--- src/rtl/pipe_pkg.sv ---
// rtl/pipe_pkg.sv - shared types and default widths for the EX/MEM pipeline register
package pipe_pkg;

  localparam int PIPE_DATA_W     = 32;
  localparam int PIPE_REG_ADDR_W = 5;

  typedef struct packed {
    logic reg_write;
    logic mem_to_reg;
    logic mem_read;
    logic mem_write;
    logic branch;
    logic zero;
  } exmem_ctrl_t;

endpackage

--- src/rtl/pipe_slot.sv ---
// rtl/pipe_slot.sv - one negedge EX/MEM register slot with valid, hold and kill
module pipe_slot
  import pipe_pkg::*;
#(
  parameter int DATA_W     = PIPE_DATA_W,
  parameter int REG_ADDR_W = PIPE_REG_ADDR_W
) (
  input  logic                  clk,
  input  logic                  rst_n,
  input  logic                  i_hold,
  input  logic                  i_kill,
  input  logic                  i_valid,
  input  exmem_ctrl_t           i_ctrl,
  input  logic [DATA_W-1:0]     i_alu_res,
  input  logic [DATA_W-1:0]     i_write_data,
  input  logic [REG_ADDR_W-1:0] i_reg_dst,
  output logic                  o_valid,
  output exmem_ctrl_t           o_ctrl,
  output logic [DATA_W-1:0]     o_alu_res,
  output logic [DATA_W-1:0]     o_write_data,
  output logic [REG_ADDR_W-1:0] o_reg_dst
);

  logic                  r_valid;
  exmem_ctrl_t           r_ctrl;
  logic [DATA_W-1:0]     r_alu_res;
  logic [DATA_W-1:0]     r_write_data;
  logic [REG_ADDR_W-1:0] r_reg_dst;

  // Killed slots still load their data; only the valid bit is dropped.
  always_ff @(negedge clk or negedge rst_n) begin
    if (!rst_n) begin
      r_valid      <= 1'b0;
      r_ctrl       <= '0;
      r_alu_res    <= '0;
      r_write_data <= '0;
      r_reg_dst    <= '0;
    end else if (!i_hold) begin
      r_valid      <= i_valid & ~i_kill;
      r_ctrl       <= i_ctrl;
      r_alu_res    <= i_alu_res;
      r_write_data <= i_write_data;
      r_reg_dst    <= i_reg_dst;
    end
  end

  assign o_valid      = r_valid;
  assign o_ctrl       = r_ctrl;
  assign o_alu_res    = r_alu_res;
  assign o_write_data = r_write_data;
  assign o_reg_dst    = r_reg_dst;

endmodule

--- src/rtl/exmem_pipe_reg.sv ---
// rtl/exmem_pipe_reg.sv - multi-slot EX/MEM pipeline register with stall, flush and bubble gating
module exmem_pipe_reg
  import pipe_pkg::*;
#(
  parameter int DATA_W      = PIPE_DATA_W,
  parameter int REG_ADDR_W  = PIPE_REG_ADDR_W,
  parameter int STAGES      = 1,
  parameter int STALL_CNT_W = 16
) (
  input  logic                   clk,
  input  logic                   rst_n,
  input  logic                   hit,
  input  logic                   flush,
  input  logic                   in_valid,
  input  logic                   reg_write,
  input  logic                   mem_to_reg,
  input  logic                   mem_read,
  input  logic                   mem_write,
  input  logic                   branch,
  input  logic                   zero,
  input  logic [DATA_W-1:0]      alu_res,
  input  logic [DATA_W-1:0]      write_data,
  input  logic [REG_ADDR_W-1:0]  reg_dst,
  output logic                   out_valid,
  output logic                   reg_write_out,
  output logic                   mem_to_reg_out,
  output logic                   mem_read_out,
  output logic                   mem_write_out,
  output logic                   branch_out,
  output logic                   zero_out,
  output logic [DATA_W-1:0]      alu_res_out,
  output logic [DATA_W-1:0]      write_data_out,
  output logic [REG_ADDR_W-1:0]  reg_dst_out,
  output logic                   pcsrc,
  output logic [STALL_CNT_W-1:0] stall_cnt
);

  logic                   r_flush_pending;
  logic [STALL_CNT_W-1:0] r_stall_cnt;
  logic                   w_hold;
  logic                   w_kill;

  // Index 0 is the incoming EX bundle; index g+1 is the output of slot g.
  logic                  w_valid      [STAGES+1];
  exmem_ctrl_t           w_ctrl       [STAGES+1];
  logic [DATA_W-1:0]     w_alu_res    [STAGES+1];
  logic [DATA_W-1:0]     w_write_data [STAGES+1];
  logic [REG_ADDR_W-1:0] w_reg_dst    [STAGES+1];

  assign w_hold = ~hit;
  assign w_kill = flush | r_flush_pending;

  assign w_valid[0]           = in_valid;
  assign w_ctrl[0].reg_write  = reg_write;
  assign w_ctrl[0].mem_to_reg = mem_to_reg;
  assign w_ctrl[0].mem_read   = mem_read;
  assign w_ctrl[0].mem_write  = mem_write;
  assign w_ctrl[0].branch     = branch;
  assign w_ctrl[0].zero       = zero;
  assign w_alu_res[0]         = alu_res;
  assign w_write_data[0]      = write_data;
  assign w_reg_dst[0]         = reg_dst;

  for (genvar g = 0; g < STAGES; g++) begin : g_slot
    pipe_slot #(
      .DATA_W     (DATA_W),
      .REG_ADDR_W (REG_ADDR_W)
    ) u_slot (
      .clk          (clk),
      .rst_n        (rst_n),
      .i_hold       (w_hold),
      .i_kill       (w_kill),
      .i_valid      (w_valid[g]),
      .i_ctrl       (w_ctrl[g]),
      .i_alu_res    (w_alu_res[g]),
      .i_write_data (w_write_data[g]),
      .i_reg_dst    (w_reg_dst[g]),
      .o_valid      (w_valid[g+1]),
      .o_ctrl       (w_ctrl[g+1]),
      .o_alu_res    (w_alu_res[g+1]),
      .o_write_data (w_write_data[g+1]),
      .o_reg_dst    (w_reg_dst[g+1])
    );
  end

  // A flush seen while stalled is remembered and applied on the next advancing edge.
  always_ff @(negedge clk or negedge rst_n) begin
    if (!rst_n) begin
      r_flush_pending <= 1'b0;
    end else if (!hit) begin
      if (flush) r_flush_pending <= 1'b1;
    end else begin
      r_flush_pending <= 1'b0;
    end
  end

  always_ff @(negedge clk or negedge rst_n) begin
    if (!rst_n) begin
      r_stall_cnt <= '0;
    end else if (!hit && (r_stall_cnt != '1)) begin
      r_stall_cnt <= r_stall_cnt + STALL_CNT_W'(1);
    end
  end

  // Side-effect controls are masked on bubbles; data and status pass through.
  assign out_valid      = w_valid[STAGES];
  assign reg_write_out  = w_ctrl[STAGES].reg_write & out_valid;
  assign mem_read_out   = w_ctrl[STAGES].mem_read  & out_valid;
  assign mem_write_out  = w_ctrl[STAGES].mem_write & out_valid;
  assign branch_out     = w_ctrl[STAGES].branch    & out_valid;
  assign mem_to_reg_out = w_ctrl[STAGES].mem_to_reg;
  assign zero_out       = w_ctrl[STAGES].zero;
  assign alu_res_out    = w_alu_res[STAGES];
  assign write_data_out = w_write_data[STAGES];
  assign reg_dst_out    = w_reg_dst[STAGES];
  assign pcsrc          = out_valid & w_ctrl[STAGES].branch & w_ctrl[STAGES].zero;
  assign stall_cnt      = r_stall_cnt;

endmodule

--- config.mk ---
export PLATFORM = sky130hd
export DESIGN_NAME = exmem_pipe_reg
export DESIGN_NICKNAME = d
export VERILOG_FILES = /design/src/rtl/pipe_pkg.sv /design/src/rtl/pipe_slot.sv /design/src/rtl/exmem_pipe_reg.sv
export SDC_FILE = /design/constraint.sdc
export NUM_CORES = 1
export LEC_CHECK = 0
export CORE_MARGIN = 4
export CORE_UTILIZATION = 30
export DETAILED_ROUTE_END_ITERATION = 8
export SLEW_MARGIN = 20
export SYNTH_ARGS = -nofsm -noshare
export SYNTH_HDL_FRONTEND = slang
export SYNTH_SLANG_ARGS = --single-unit
--- constraint.sdc ---
create_clock -name clk -period 1.6 [get_ports clk]
set_input_delay 0.32 -clock clk [delete_from_list [all_inputs] [get_ports clk]]
set_output_delay 0.32 -clock clk [all_outputs]
set_load 0.01 [all_outputs]
# Word-level counts from Yosys, hierarchy flattened
# Cells that the tools add are included.
[op_classes] n_addsub=1 eq_ne=1 n_mux=2 bitwise_logic=8 n_reduce_logical=3
[op_table] operator="adder 16 x 1 -> 16 bit (second input constant)" count=1
[op_table] operator="!= test 16 bit (second input constant)" count=1
[op_table] operator="bitwise AND 1 bit" count=6
[op_table] operator="two-way mux 1 bit" count=2
[op_table] operator="nonzero test 2 bit" count=1
[op_table] operator="logical AND 1 bit" count=1
[op_table] operator="zero test 1 bit" count=1
[op_table] operator="NOT 1 bit" count=1
[op_table] operator="bitwise OR 1 bit" count=1
[totals] ff_bits=93 inputBits=80 output_inout_bits=93 word_cells=27

# Longest topological paths before layout
[logic_depth] depth_word=3 depth_mapped=6 depth_no_buf=5

# Cells and area by module
# Synthesis repeated with hierarchy kept, for this count alone.
[unflattened] cells_unflattened=243 area_unflattened_um2=3823.7
[modules_own_cells] mod="pipe_slot" instances=1 cells_each=163 area_per_inst_um2=2942.8 seq_area_each_um2=1901.8
[modules_own_cells] mod="exmem_pipe_reg" instances=1 cells_each=80 area_per_inst_um2=880.8 seq_area_each_um2=425.4

==> key figures <==
Place
  – Count of input and output buffers: 172
  – Instance count after placement with tap cells included: 614
  – Final RePlAce weighted congestion: 0.775
  – DP HPWL: 7030 um

CTS
  – Clock transition time at the flip-flop clock pins of the worst setup and hold paths: 0.05 ns
  – Clock tree from TritonCTS: done
  – Number of H-tree levels: 3
  – Clock Sinks: 93
  – Clk_lat worst skew: 0.34 ns
  – Clock buffer count from CTS: 9
  – Clock Root Buffer: clkbuf_16
  – Number of buffers on the longest clock path: 2

Pwr
  – Cell-internal power: 5.34 mW
  – Switching power of the nets: 1.84 mW
  – Share of total power consumed by net switching: 25.6%
  – Proportion of power drawn by the clock network: 32.5%
  – Worst VDD drop: 0.771 mV
  – Combinational group share of total power: 27.9%
  – Power per unit of standard cell area: 1050 mW/mm2
  – Flop pwr share: 39.5%
  – Static Leakage: 3.22 nW

Routing
  – Residual DRC: 0
  – Post-route ant nets: 0
  – Total number of vias: 2,985
  – Routed wire length: 10,900 um
  – Iter 0 DRT Violations: 88
  – Routed wirelength normalized by instance count: 16.3 um
  – First drt pass iteration count: 3
  – Vias per cell: 4.46

Worst setup path
  – Crit path max fanout: 3
  – Data required time at the worst endpoint: 1.28 ns
  – Crit path kind: flop to output port
  – Element type at the critical path end: output port
  – Worst Setup Start Kind: flop
  – Data arrival time of the worst path: 2.05 ns

STA
  – Final hold violation count: 0
  – Number of setup violations in the final report: 171
  – Worst-Margin Slew: 0.323 ns
  – Setup TNS: -46.34 ns
  – Pins over their slew limit: 0
  – Worst max-slew margin expressed relative to the limit: 78.3%
  – Setup repair after global routing missed its margin: true
  – Final clock skew: 0.00246 ns
  – PnR worst setup slack: -0.772 ns

Global route
  – Global-route wire length before repair: 16,700 um
  – Number of global-route vias before repair: 3,267
  – Total congestion overflow after global routing: 0
  – Number of antenna violations at the first check in global routing: 0
  – Pin count of the biggest net entering global routing: 45
  – Total global routing track utilization: 14.9%

Layout
  – Final Instance Count excl. Fillers: 670
  – Synthesis-to-layout area growth: 83.0%
  – FILL cells: 1,017
  – Antenna diodes: 0
  – Highest-count cells in the layout ignoring fill and taps: dfrtn_1 (93), clkdlybuf4s50_1 (75), buf_2 (54)
  – Leading cell type in the layout, fill and taps excluded: dfrtn_1
  – Final nets: 578
  – Layout cells sized above 1: 57.4%

Synth
  – Synthesized instance count: 250
  – Top cells by area, synth: dfrtn_1 (62%), mux2_2 (23%), xnor2_1 (1.2%)
  – Number of distinct library cell variants in the gate-level netlist after synthesis: 35
  – Area share of the largest cell type after synthesis: 62.2%
  – Mean instance size in the synthesized netlist: 15.0 um2
  – Syn Std Cell Area: 0.00374 mm2
  – Yosys warnings: 0
  – Sequential fraction of the synthesis area: 62.2%
  – Register bit count reported by yosys: 93
  – Biggest area consumer among synthesized cells: dfrtn_1
  – Post-Syn Nets: 331

Floorplan
  – Count of pins on the block boundary: 173
  – Chip width: 120 um
  – Standard-cell row count: 40
  – Floorplan die area: 0.0143 mm2
  – Core region area: 0.0121 mm2
  – Chip Height: 120 um
  – Initial standard-cell utilization of the core: 30.9%

Worst hold path
  – Worst min path class: flop to flop

Run status
  – Outcome: finished, violations left
  – Failing checks: setup timing

Flow run
  – Max Cap Viol: 0
[flip-flops by register name (all words and copies together) (netlist names)]
name	cells
g_slot.u_slot.o_alu_res	32
g_slot.u_slot.o_ctrl	6
g_slot.u_slot.o_reg_dst	5
g_slot.u_slot.o_valid	1
g_slot.u_slot.o_write_data	32
r_flush_pending	1
stall_cnt	16
[synthesized netlist by cell type]
| cell | number |
|---|---|
| dfrtn_1 | 93 |
| mux2_2 | 77 |
| clkbuf_1 | 7 |
| nand2_1 | 6 |
| nand3_1 | 6 |
| nor2_1 | 6 |
| xnor2_1 | 5 |
| a21oi_1 | 4 |
| and2_1 | 4 |
| inv_1 | 4 |
| nand4_1 | 4 |
| a31oi_1 | 3 |
| and3_1 | 3 |
| xor2_1 | 3 |
| and4_1 | 2 |
| nand4_4 | 2 |
| nor3_1 | 2 |
| o21ai_0 | 2 |
| and2b_1 | 1 |
| and3_2 | 1 |
| and3b_1 | 1 |
| and4_2 | 1 |
| buf_2 | 1 |
| buf_6 | 1 |
| clkbuf_8 | 1 |
| ha_1 | 1 |
| mux2_4 | 1 |
| nand2b_1 | 1 |
| nand4b_1 | 1 |
| nor2_2 | 1 |
| nor3_4 | 1 |
| nor4_4 | 1 |
| o211ai_1 | 1 |
| o21a_1 | 1 |
| or3_1 | 1 |
[critical path, stage by stage, from the launching register on]
cell and delay [ns]:
dfrtn_1 0.45, buf_4 0.13, and2_4 0.12, clkdlybuf4s15_2 0.21
[power by group through the flow]
stage	Combinational, mW	Clock, mW	Sequential (mW)
4_1_cts	1.79	2.41	2.82
3_3_place_gp	1.71	0	2.84
6_report	2.01	2.34	2.84
5_1_grt	2.15	2.52	2.88
2_1_floorplan	0.429	0	3.06
3_5_place_dp	1.72	0	2.85
[worst paths after layout]
kind	start	depth (start not counted)	end	slack [ns]
min in group asynchronous	rst_n	1	g_slot[0].u_slot.o_write_data[10]$_DFFE_NN0P_	0.48
worst max-delay path	g_slot[0].u_slot.o_valid$_DFFE_NN0P_	3	reg_write_out	-0.77
worst min-delay path	g_slot[0].u_slot.o_alu_res[9]$_DFFE_NN0P_	1	g_slot[0].u_slot.o_alu_res[9]$_DFFE_NN0P_	0.45
worst max register to register	stall_cnt[0]$_DFFE_NN0P_	6	stall_cnt[1]$_DFFE_NN0P_	-0.09
max in group asynchronous	rst_n	2	stall_cnt[7]$_DFFE_NN0P_	0.63
worst min register to register	g_slot[0].u_slot.o_alu_res[9]$_DFFE_NN0P_	1	g_slot[0].u_slot.o_alu_res[9]$_DFFE_NN0P_	0.45
[timing repair]
| action | in CTS | in global routing |
|---|---|---|
| resized for setup | 434 | 63 |
| setup buffers | 26 | 11 |
| cloned | 7 | 4 |
| setup endpoints to repair | 184 | 180 |
| hold buffers | 0 | 0 |
| pin swaps | 17 | 7 |
[layer usage]
layer	vias up	GRT usage, %	routed length, um
met1	1474	15.9	4310
met3	13	7.63	996
met5	-	0	0
met2	109	25.5	5480
li1	1389	-	-
met4	0	4.94	164
[final cells by class]
| cell class | count | area, um2 | area share (%) |
|---|---|---|---|
| Tap cell | 168 | 210 | 3.07 |
| Timing Repair Buffer | 246 | 2410 | 35.2 |
| Multi-Input combinational cell | 143 | 1550 | 22.7 |
| Sequential cell | 93 | 2330 | 34.0 |
| Clock inverter | 3 | 67.6 | 0.987 |
| Inverter | 4 | 17.5 | 0.256 |
| Clock buffer | 13 | 260 | 3.80 |
[kinds of logic (layout without fill, tap and decap cells)]
| logic type | Yosys count | count (layout) | share of synthesized area (%) |
|---|---|---|---|
| simple gates | 45 | 45 | 8.36 |
| xor+xnor | 8 | 8 | 1.87 |
| compound gates | 11 | 11 | 1.71 |
| fa+ha+maj | 1 | 1 | 0.335 |
| flops | 93 | 93 | 62.2 |
| buf+inv | 14 | 266 | 1.91 |
| mux | 78 | 78 | 23.6 |
[stage by stage]
stage | instance area, um2 | total power, mW | hold WS [ns] | util, % | setup WS (ns)
after floorplan | 3790 | 3.48 | 0.408 | - | -0.499
after global placement | 5930 | 4.55 | 0.425 | 49.0 | -0.745
after detailed placement | 5930 | 4.58 | 0.455 | 49.0 | -0.754
after CTS | 6510 | 7.02 | 0.450 | 53.8 | -0.782
after global routing | 6850 | 7.54 | 0.459 | 56.5 | -0.819
final | 6850 | 7.19 | 0.445 | 56.5 | -0.772
(Power assumes the default switching activity.)
